--- config.mk ---
export PLATFORM = sky130hd
export DESIGN_NAME = fp_mul_pipe
export DESIGN_NICKNAME = d
export VERILOG_FILES = /design/src/rtl/fp_mul_pipe.sv
export SDC_FILE = /design/constraint.sdc
export NUM_CORES = 2
export LEC_CHECK = 0
export ABC_AREA = 1
export ABC_CLOCK_PERIOD_IN_PS = 11600
export CORE_MARGIN = 4
export CORE_UTILIZATION = 55
export CTS_CLUSTER_SIZE = 30
export DETAILED_ROUTE_END_ITERATION = 8
export PLACE_DENSITY_LB_ADDON = 0.08
export SETUP_SLACK_MARGIN = 0.02
export SYNTH_ARGS = -nofsm -noshare
export SYNTH_HDL_FRONTEND = slang
export SYNTH_SLANG_ARGS = --single-unit
--- constraint.sdc ---
create_clock -name clk -period 11.6 [get_ports clk]
set_input_delay 2.32 -clock clk [delete_from_list [all_inputs] [get_ports clk]]
set_output_delay 2.32 -clock clk [all_outputs]
set_load 0.05 [all_outputs]
--- src/rtl/fp_mul_pipe.sv ---
// Pipelined IEEE-754 multiplier (RNE), stages S1 unpack, S2 product, S3 normalise, then round/pack into the output register.
// Latency 3 cycles after accept; the whole pipe freezes while out_valid && !out_ready. FP_MUL_SUBNORM_EN = gradual underflow, else flush-to-zero.
module fp_mul_pipe #(
  parameter int EXP_W = 8,
  parameter int MAN_W = 23,
  localparam int W = 1 + EXP_W + MAN_W
) (
  input  logic         clk,
  input  logic         rst,
  input  logic         in_valid,
  output logic         in_ready,
  input  logic [W-1:0] a,
  input  logic [W-1:0] b,
  output logic         out_valid,
  input  logic         out_ready,
  output logic [W-1:0] result,
  output logic [3:0]   flags
);
  localparam int EW2  = EXP_W + 2;
  localparam int PW   = 2*MAN_W + 2;
  localparam int BIAS = (1 << (EXP_W-1)) - 1;
  localparam int EMAX = (1 << EXP_W) - 1;

  typedef enum logic [1:0] {K_NUM, K_NAN, K_INF, K_ZERO} kind_e;

  typedef struct packed {
    logic             nan;
    logic             snan;
    logic             inf;
    logic             zero;
    logic [EXP_W-1:0] ex;
    logic [MAN_W:0]   sig;
  } op_t;

  function automatic op_t unpack(input logic [W-1:0] x);
    op_t o;
    logic [EXP_W-1:0] e;
    logic [MAN_W-1:0] f;
    e = x[W-2:MAN_W];
    f = x[MAN_W-1:0];
    o.nan  = (&e) && (|f);
    o.snan = o.nan && !f[MAN_W-1];
    o.inf  = (&e) && !(|f);
`ifdef FP_MUL_SUBNORM_EN
    o.zero = !(|e) && !(|f);
    o.ex   = (|e) ? e : EXP_W'(1);
    o.sig  = {|e, f};
`else
    o.zero = !(|e);
    o.ex   = e;
    o.sig  = {1'b1, f};
`endif
    return o;
  endfunction

  logic advance;
  assign advance  = !out_valid || out_ready;
  assign in_ready = advance;

  op_t   ua, ub;
  kind_e s1_kind_d;
  logic  s1_inv_d;

  always_comb begin
    ua = unpack(a);
    ub = unpack(b);
    s1_kind_d = K_NUM;
    s1_inv_d  = 1'b0;
    if (ua.nan || ub.nan || (ua.inf && ub.zero) || (ua.zero && ub.inf)) begin
      s1_kind_d = K_NAN;
      s1_inv_d  = ua.snan || ub.snan || (ua.inf && ub.zero) || (ua.zero && ub.inf);
    end else if (ua.inf || ub.inf) begin
      s1_kind_d = K_INF;
    end else if (ua.zero || ub.zero) begin
      s1_kind_d = K_ZERO;
    end
  end

  logic                  s1_vld, s2_vld, s3_vld;
  logic                  s1_sign, s2_sign, s3_sign;
  kind_e                 s1_kind, s2_kind, s3_kind;
  logic                  s1_inv, s2_inv, s3_inv;
  logic signed [EW2-1:0] s1_exp, s2_exp, s3_exp;
  logic [MAN_W:0]        s1_ma, s1_mb;
  logic [PW-1:0]         s2_prod, s3_q;
  logic                  s3_sticky, s3_tiny;

  logic signed [EW2-1:0] s3_exp_d;
  logic [PW-1:0]         s3_q_d;
  logic                  s3_sticky_d, s3_tiny_d;

  // s3_q holds the significand with its unit bit at PW-1; s3_exp is the matching biased exponent.
`ifdef FP_MUL_SUBNORM_EN
  always_comb begin
    int ex, lz, sh;
    logic [2*PW-1:0] wide;
    ex   = int'(s2_exp) + 1;
    lz   = PW;
    sh   = 0;
    wide = '0;
    for (int i = 0; i < PW; i++) if (s2_prod[i]) lz = PW - 1 - i;
    s3_sticky_d = 1'b0;
    if (ex < 1) begin
      sh          = (1 - ex > PW + 1) ? PW + 1 : 1 - ex;
      wide        = {s2_prod, {PW{1'b0}}} >> sh;
      s3_q_d      = wide[2*PW-1:PW];
      s3_sticky_d = |wide[PW-1:0];
      ex          = 1;
    end else begin
      // Left-normalise, but never below the minimum normal exponent.
      sh     = (lz < ex - 1) ? lz : ex - 1;
      s3_q_d = s2_prod << sh;
      ex     = ex - sh;
    end
    s3_exp_d  = EW2'(ex);
    s3_tiny_d = !s3_q_d[PW-1];
  end
`else
  always_comb begin
    int ex;
    ex     = int'(s2_exp) + 1;
    s3_q_d = s2_prod;
    if (!s2_prod[PW-1]) begin
      s3_q_d = s2_prod << 1;
      ex     = ex - 1;
    end
    s3_sticky_d = 1'b0;
    s3_exp_d    = EW2'(ex);
    s3_tiny_d   = (ex < 1);
  end
`endif

  logic [MAN_W:0]   mant, mant_f;
  logic [MAN_W+1:0] mant_r;
  logic             rnd, stk, up, inexact;
  logic [W-1:0]     res_d;
  logic [3:0]       flags_d;

  always_comb begin
    int ex_f;
    mant    = s3_q[PW-1 -: MAN_W+1];
    rnd     = s3_q[MAN_W];
    stk     = (|s3_q[MAN_W-1:0]) || s3_sticky;
    inexact = rnd || stk;
    up      = rnd && (stk || mant[0]);
    mant_r  = {1'b0, mant} + (MAN_W+2)'(up);
    ex_f    = int'(s3_exp);
    mant_f  = mant_r[MAN_W:0];
    if (mant_r[MAN_W+1]) begin
      mant_f = mant_r[MAN_W+1:1];
      ex_f   = ex_f + 1;
    end
    res_d   = {s3_sign, (mant_f[MAN_W] ? EXP_W'(ex_f) : EXP_W'(0)), mant_f[MAN_W-1:0]};
    flags_d = {3'b000, inexact};
    if (ex_f >= EMAX) begin
      res_d   = {s3_sign, {EXP_W{1'b1}}, {MAN_W{1'b0}}};
      flags_d = 4'b0101;
    end
`ifdef FP_MUL_SUBNORM_EN
    else if (s3_tiny && inexact) begin
      flags_d[1] = 1'b1;
    end
`else
    else if (s3_tiny) begin
      res_d   = {s3_sign, {(W-1){1'b0}}};
      flags_d = 4'b0011;
    end
`endif
    case (s3_kind)
      K_NAN: begin
        res_d   = {1'b0, {EXP_W{1'b1}}, 1'b1, {(MAN_W-1){1'b0}}};
        flags_d = {s3_inv, 3'b000};
      end
      K_INF: begin
        res_d   = {s3_sign, {EXP_W{1'b1}}, {MAN_W{1'b0}}};
        flags_d = 4'b0000;
      end
      K_ZERO: begin
        res_d   = {s3_sign, {(W-1){1'b0}}};
        flags_d = 4'b0000;
      end
      default: ;
    endcase
  end

  always_ff @(posedge clk or posedge rst) begin
    if (rst) begin
      s1_vld <= 1'b0; s1_sign <= 1'b0; s1_kind <= K_NUM; s1_inv <= 1'b0;
      s1_exp <= '0;   s1_ma   <= '0;   s1_mb   <= '0;
      s2_vld <= 1'b0; s2_sign <= 1'b0; s2_kind <= K_NUM; s2_inv <= 1'b0;
      s2_exp <= '0;   s2_prod <= '0;
      s3_vld <= 1'b0; s3_sign <= 1'b0; s3_kind <= K_NUM; s3_inv <= 1'b0;
      s3_exp <= '0;   s3_q    <= '0;   s3_sticky <= 1'b0; s3_tiny <= 1'b0;
      out_valid <= 1'b0; result <= '0; flags <= '0;
    end else if (advance) begin
      s1_vld  <= in_valid;
      s1_sign <= a[W-1] ^ b[W-1];
      s1_kind <= s1_kind_d;
      s1_inv  <= s1_inv_d;
      s1_exp  <= EW2'(ua.ex) + EW2'(ub.ex) - EW2'(BIAS);
      s1_ma   <= ua.sig;
      s1_mb   <= ub.sig;

      s2_vld  <= s1_vld;
      s2_sign <= s1_sign;
      s2_kind <= s1_kind;
      s2_inv  <= s1_inv;
      s2_exp  <= s1_exp;
      s2_prod <= PW'(s1_ma) * PW'(s1_mb);

      s3_vld    <= s2_vld;
      s3_sign   <= s2_sign;
      s3_kind   <= s2_kind;
      s3_inv    <= s2_inv;
      s3_exp    <= s3_exp_d;
      s3_q      <= s3_q_d;
      s3_sticky <= s3_sticky_d;
      s3_tiny   <= s3_tiny_d;

      out_valid <= s3_vld;
      result    <= res_d;
      flags     <= flags_d;
    end
  end
endmodule

# Word level (Yosys, flattened, before mapping)
# Index checks and enable logic that the tools add are counted.
[word_totals]
regBits = 227
input_bits = 68
wordCells = 86
[classes]
addsub = 6
mul = 1
n_lt_le_gt_ge = 2
eq_ne = 3
muxes = 15
bitwise_logic = 1
reduce_logical = 35
[ops]
columns = ["op", "n"]
rows = [
  ["one-hot mux 32 bit (3 select lines)", 1],
  ["OR reduction 23 bit", 3],
  ["2-to-1 mux 32 bit", 2],
  ["2-to-1 mux 31 bit", 2],
  ["multiplier 24 x 24 -> 48 bit", 1],
  ["2-to-1 mux 48 bit", 1],
  [">= comparator 32 x 9 -> 1 bit (second input constant)", 1],
  ["< comparator 32 x 2 -> 1 bit (second input constant)", 1],
  ["adder 24 x 1 -> 25 bit", 1],
  ["2-to-1 mux 24 bit", 1],
  ["adder 10 x 2 -> 11 bit (second input constant)", 2],
  ["AND reduction 8 bit", 2],
  ["OR reduction 8 bit", 2],
  ["subtractor 11 x 2 -> 12 bit (second input constant)", 1],
  ["logical OR 1 bit", 11],
  ["subtractor 9 x 7 -> 10 bit (second input constant)", 1],
  ["adder 8 x 8 -> 9 bit", 1],
  ["logical AND 1 bit", 9],
  ["2-to-1 mux 2 bit", 4],
  ["2-to-1 mux 8 bit", 1],
  ["one-hot mux 4 bit (2 select lines)", 1],
  ["logical NOT 1 bit", 7],
  ["equality test 2 bit (second input constant)", 2],
  ["2-to-1 mux 3 bit", 1],
  ["other kinds (4)", 4],
]

# Logic depth before layout (Yosys ltp)
[logic_depth]
word_depth = 9
ltp_mapped = 31
ltp_nobuf = 29

# Worst setup path after synthesis
# Ideal clock, no wire load.
[synth_timing]
kind = "register -> register"
startpoint = "register s1_mb[3]"
endpoint = "register s2_prod[25]"
t_arrival_ns = 6.161
required_ns = 11.470
slack_ns = 5.309
stages_incl_launch_ff = 27
synth_period_minus_slack_ns = 6.291
cell_sequence = "dfrtp_1 -> clkbuf_1 -> clkbuf_1 -> nand2_1 -> fa_1 -> inv_1 -> fa_1 -> inv_1 -> fa_1 -> inv_1 -> fa_1 -> inv_1 -> fa_1 -> inv_1 -> fa_1 -> inv_1 -> fa_1 -> inv_1 -> ha_1 -> nand2_1 -> nor2_1 -> nand2_1 -> o21ai_0 -> a21oi_1 -> or2_2 -> nand3_1 -> o21ai_0"
[synth_between]
elab_chain_len = 1
[synth_lines]
columns = ["item", "line_no", "rtl"]
rows = [
  ["start: declaration", "84", "logic [MAN_W:0] s1_ma, s1_mb;"],
  ["start signal: assignment", "202", "s1_mb <= ub.sig;"],
  ["multiplier 24 x 24 -> 48 bit", "209", "s2_prod <= PW'(s1_ma) * PW'(s1_mb);"],
  ["end signal: assignment", "209", ""],
  ["end: declaration", "85", "logic [PW-1:0] s2_prod, s3_q;"],
]
# Every way passes these cells.
# A chain may end at the register's enable or synchronous reset.

# Worst setup path in the final report
[layout_timing]
startpoint = "register s1_mb[4]"
endpoint = "register s2_prod[27]"
# Same word-level chain as after synthesis.

==> summary.txt <==
Worst setup path
  • Kind of critical path: reg2reg
  • CP max stage cell: dfrtp_1
  • WP data required: 12.01 ns
  • Flop2flop setup slack: slightly below 4 ns
  • R2r endpoint: s2_prod[27]$_DFFE_PP0P_
  • Worst Setup End Kind: register
  • Startpoint Class: register
  • Worst path max stage delay: roughly 0.96 ns
  • CP max FO: 25
  • R2r worst-path depth: 25
  • Beginning of the worst register-to-register path: s1_mb[4]$_DFFE_PP0P_
  • Top delay family on crit path: adder cells
  • Most common cell on crit path: inv_1
  • Sum of buffers and inverters on the critical path: 9
  • Worst EP arrival: about 8 ns

Global routing
  • Vias in the first global route: around 25000
  • Total track usage: 0.280
  • GRT overflow: 0
  • Largest net degree at the start of global routing: approximately 210
  • Initial antenna violation count: 0
  • First-pass GRT wire length: about 140000 um

Timing
  • Final period util: 0.662
  • Tmin final: ~7.7 ns
  • Setup TNS: 0 ns
  • Final setup vio count: 0
  • RSZ-0062 raised after global routing: no
  • Clock Skew: approximately 0.036 ns
  • Fmax: approximately 130 MHz
  • Slew @ Worst Pin: between 1 and 1.5 ns
  • Max-slew violations: 0
  • Worst slew margin: 0.198
  • Final hold vios: 0

Synth
  • Register area share after synthesis: 0.181
  • Synth Warn #: 0
  • Post-Syn Nets: 4860
  • Synthesized flop and latch total: roughly 230
  • Top-area cell type share of the netlist area: 0.310
  • Synth Instances: between 4000 and 5000
  • Mapped Area: between 0.03 and 0.04 mm2
  • Post-Syn Area per Cell: 7.59 um2
  • Post-synth cell types: 43
  • Area leader, netlist: fa_1
  • Synth top area cells: fa_1, dfrtp_1, nand2_1

Detailed routing
  • Final ANT Viol Nets: 0
  • DR DRC count: 0
  • DR iter-0 viols: around 1700
  • Final WL: between 80000 and 90000 um
  • First drt pass iteration count: 6
  • Drt via density: slightly above 5
  • Drt wl/cell: roughly 17 um
  • Vias: roughly 25000

Layout
  • Fin cells: 4858
  • Leading cell type in the layout, fill and taps excluded: nand2_1
  • Nets: ~4800
  • Number of inserted diodes: 0
  • Layout Area Growth over Synthesis: 7.61%
  • Fin util: 0.597
  • Fraction of layout cells with a size suffix above 1: 0.0336
  • Most frequent cells in the layout: nand2_1, inv_1, fa_1

Floorplan
  • Die X: between 200 and 250 um
  • Site row count: 87
  • Die Ht: between 200 and 250 um
  • Die area: between 0.06 and 0.07 mm2
  • IO Pins: approximately 110
  • Core area: roughly 0.056 mm2
  • Starting Density: 0.555

Clocking
  • Root Driver: clkbuf_16
  • CTS hold repair buffers: 0
  • # H-tree levels: 1
  • Clock Latency Late Sink: roughly 0.56 ns
  • CTS clock-pin slew for the worst setup and hold paths: roughly 0.070 ns
  • Deepest clock path buffer count: 3
  • TritonCTS Buffers: 26
  • CTS sink count: about 230
  • CTS resizes: 0
  • CTS tree: built
  • Postcts setup bufs: 0

Worst hold path
  • Hold Path End: s1_ma[23]$_DFFE_PP0P_
  • HP Start: s1_ma[23]$_DFFE_PP0P_
  • Hold Crit Class: reg2reg
  • Worst Hold Path Cells: 1

Placed design
  • Detailed-placement wirelength estimate: roughly 65000 um
  • Inst Count DP: 4811
  • Buffers on Ports: around 110
  • GPL Wtd Cong: roughly 0.98

Outcome
  • Result of the run: finished, final reports clean

Run
  • Max Cap Violations: 0
==> sequential cells by signal, indices dropped and copies added (netlist names), 2 cells and up <==
register / count
s1_mb: 23
s1_kind: 2
s1_exp: 10
s2_kind: 2
s3_kind: 2
result: 32
s2_exp: 10
s2_prod: 48
s3_exp: 10
flags: 4
s3_q: 48
s1_ma: 24
==> layout make-up <==
| type | count | area [um2] |
|---|---|---|
| Clock buffer | 40 | 783 |
| Clock inverter | 7 | 58.8 |
| Fill cell | 5378 | 22700 |
| Inverter | 1063 | 4000 |
| Multi-Input combinational cell | 2620 | 20800 |
| Sequential cell | 226 | 5660 |
| Tap cell | 756 | 946 |
| Timing Repair Buffer | 146 | 1370 |
==> cells by family after synthesis <==
family,share of synthesized area
mux,0.000321
xor+xnor,0.0118
fa+ha+maj,0.389
buf+inv,0.154
simple gates,0.189
compound gates,0.0754
flops,0.181
==> worst max path at each step <==
stage,slack (ns),cells after the start,from,end
after floorplan,3.09,1,rst,flags[0]$_DFFE_PP0P_
after global placement,3.98,25,s1_mb[7]$_DFFE_PP0P_,s2_prod[27]$_DFFE_PP0P_
after detailed placement,3.95,25,s1_mb[3]$_DFFE_PP0P_,s2_prod[27]$_DFFE_PP0P_
after CTS,3.93,25,s1_mb[3]$_DFFE_PP0P_,s2_prod[27]$_DFFE_PP0P_
after global routing,3.60,25,s1_mb[3]$_DFFE_PP0P_,s2_prod[27]$_DFFE_PP0P_
final,3.92,25,s1_mb[4]$_DFFE_PP0P_,s2_prod[27]$_DFFE_PP0P_
==> metrics by stage <==
| step | hold slack (ns) | worst slack [ns] | area [um2] |
|---|---|---|---|
| 2_1_floorplan | 0.440 | 3.09 | 31200 |
| 3_3_place_gp | 0.450 | 3.98 | 32800 |
| 3_5_place_dp | 0.453 | 3.95 | 32800 |
| 4_1_cts | 0.468 | 3.93 | 33600 |
| 5_1_grt | 0.485 | 3.60 | 33600 |
| 6_report | 0.466 | 3.92 | 33600 |
==> cell usage after synthesis <==
cell type	instances
o21a_1	1
o21ai_2	20
xnor2_1	12
nor2_1	181
o21ai_1	1
and2_1	2
nor2_8	1
clkinv_2	1
nand2_2	6
buf_12	2
nand3_1	110
nand3_2	1
nor3_1	12
a21boi_0	1
dfrtp_1	226
clkinv_1	3
nand2_4	4
inv_2	2
o211ai_1	11
o22ai_1	4
nand2_1	1082
buf_1	7
inv_1	1057
mux2i_1	1
nand4_1	31
xor2_1	30
fa_1	483
clkbuf_1	192
or2_2	12
nor4_2	1
nor2_4	2
a21oi_1	152
o21bai_1	10
a31oi_1	17
clkbuf_2	1
nor4_1	16
a22oi_1	11
nand3b_1	1
nor2_2	3
o21ai_0	202
ha_1	197
buf_6	1
o31ai_1	2
==> routing by layer <==
metal  track usage  part of all wire
met2         0.452              0.47
met5             0                 0
met4        0.0731             0.030
met3        0.0356             0.060
met1         0.404              0.44
==> worst register-to-register path, stage by stage, from the launching register on <==
cell,delay (ns)
dfrtp_1,0.96
nand2_1,0.20
fa_1,0.55
inv_1,0.05
fa_1,0.47
inv_1,0.06
fa_1,0.53
inv_1,0.05
fa_1,0.49
inv_1,0.05
fa_1,0.55
inv_1,0.05
fa_1,0.47
inv_1,0.05
fa_1,0.53
inv_1,0.04
ha_1,0.33
nand2_1,0.12
nor2_1,0.15
inv_1,0.08
nor2_1,0.22
inv_1,0.07
o21ai_0,0.66
a21oi_1,0.27
xor2_1,0.39
o21ai_0,0.12
Power is not shown: default switching activity piles up to over one toggle a cycle in this logic, so the estimate is an artifact.
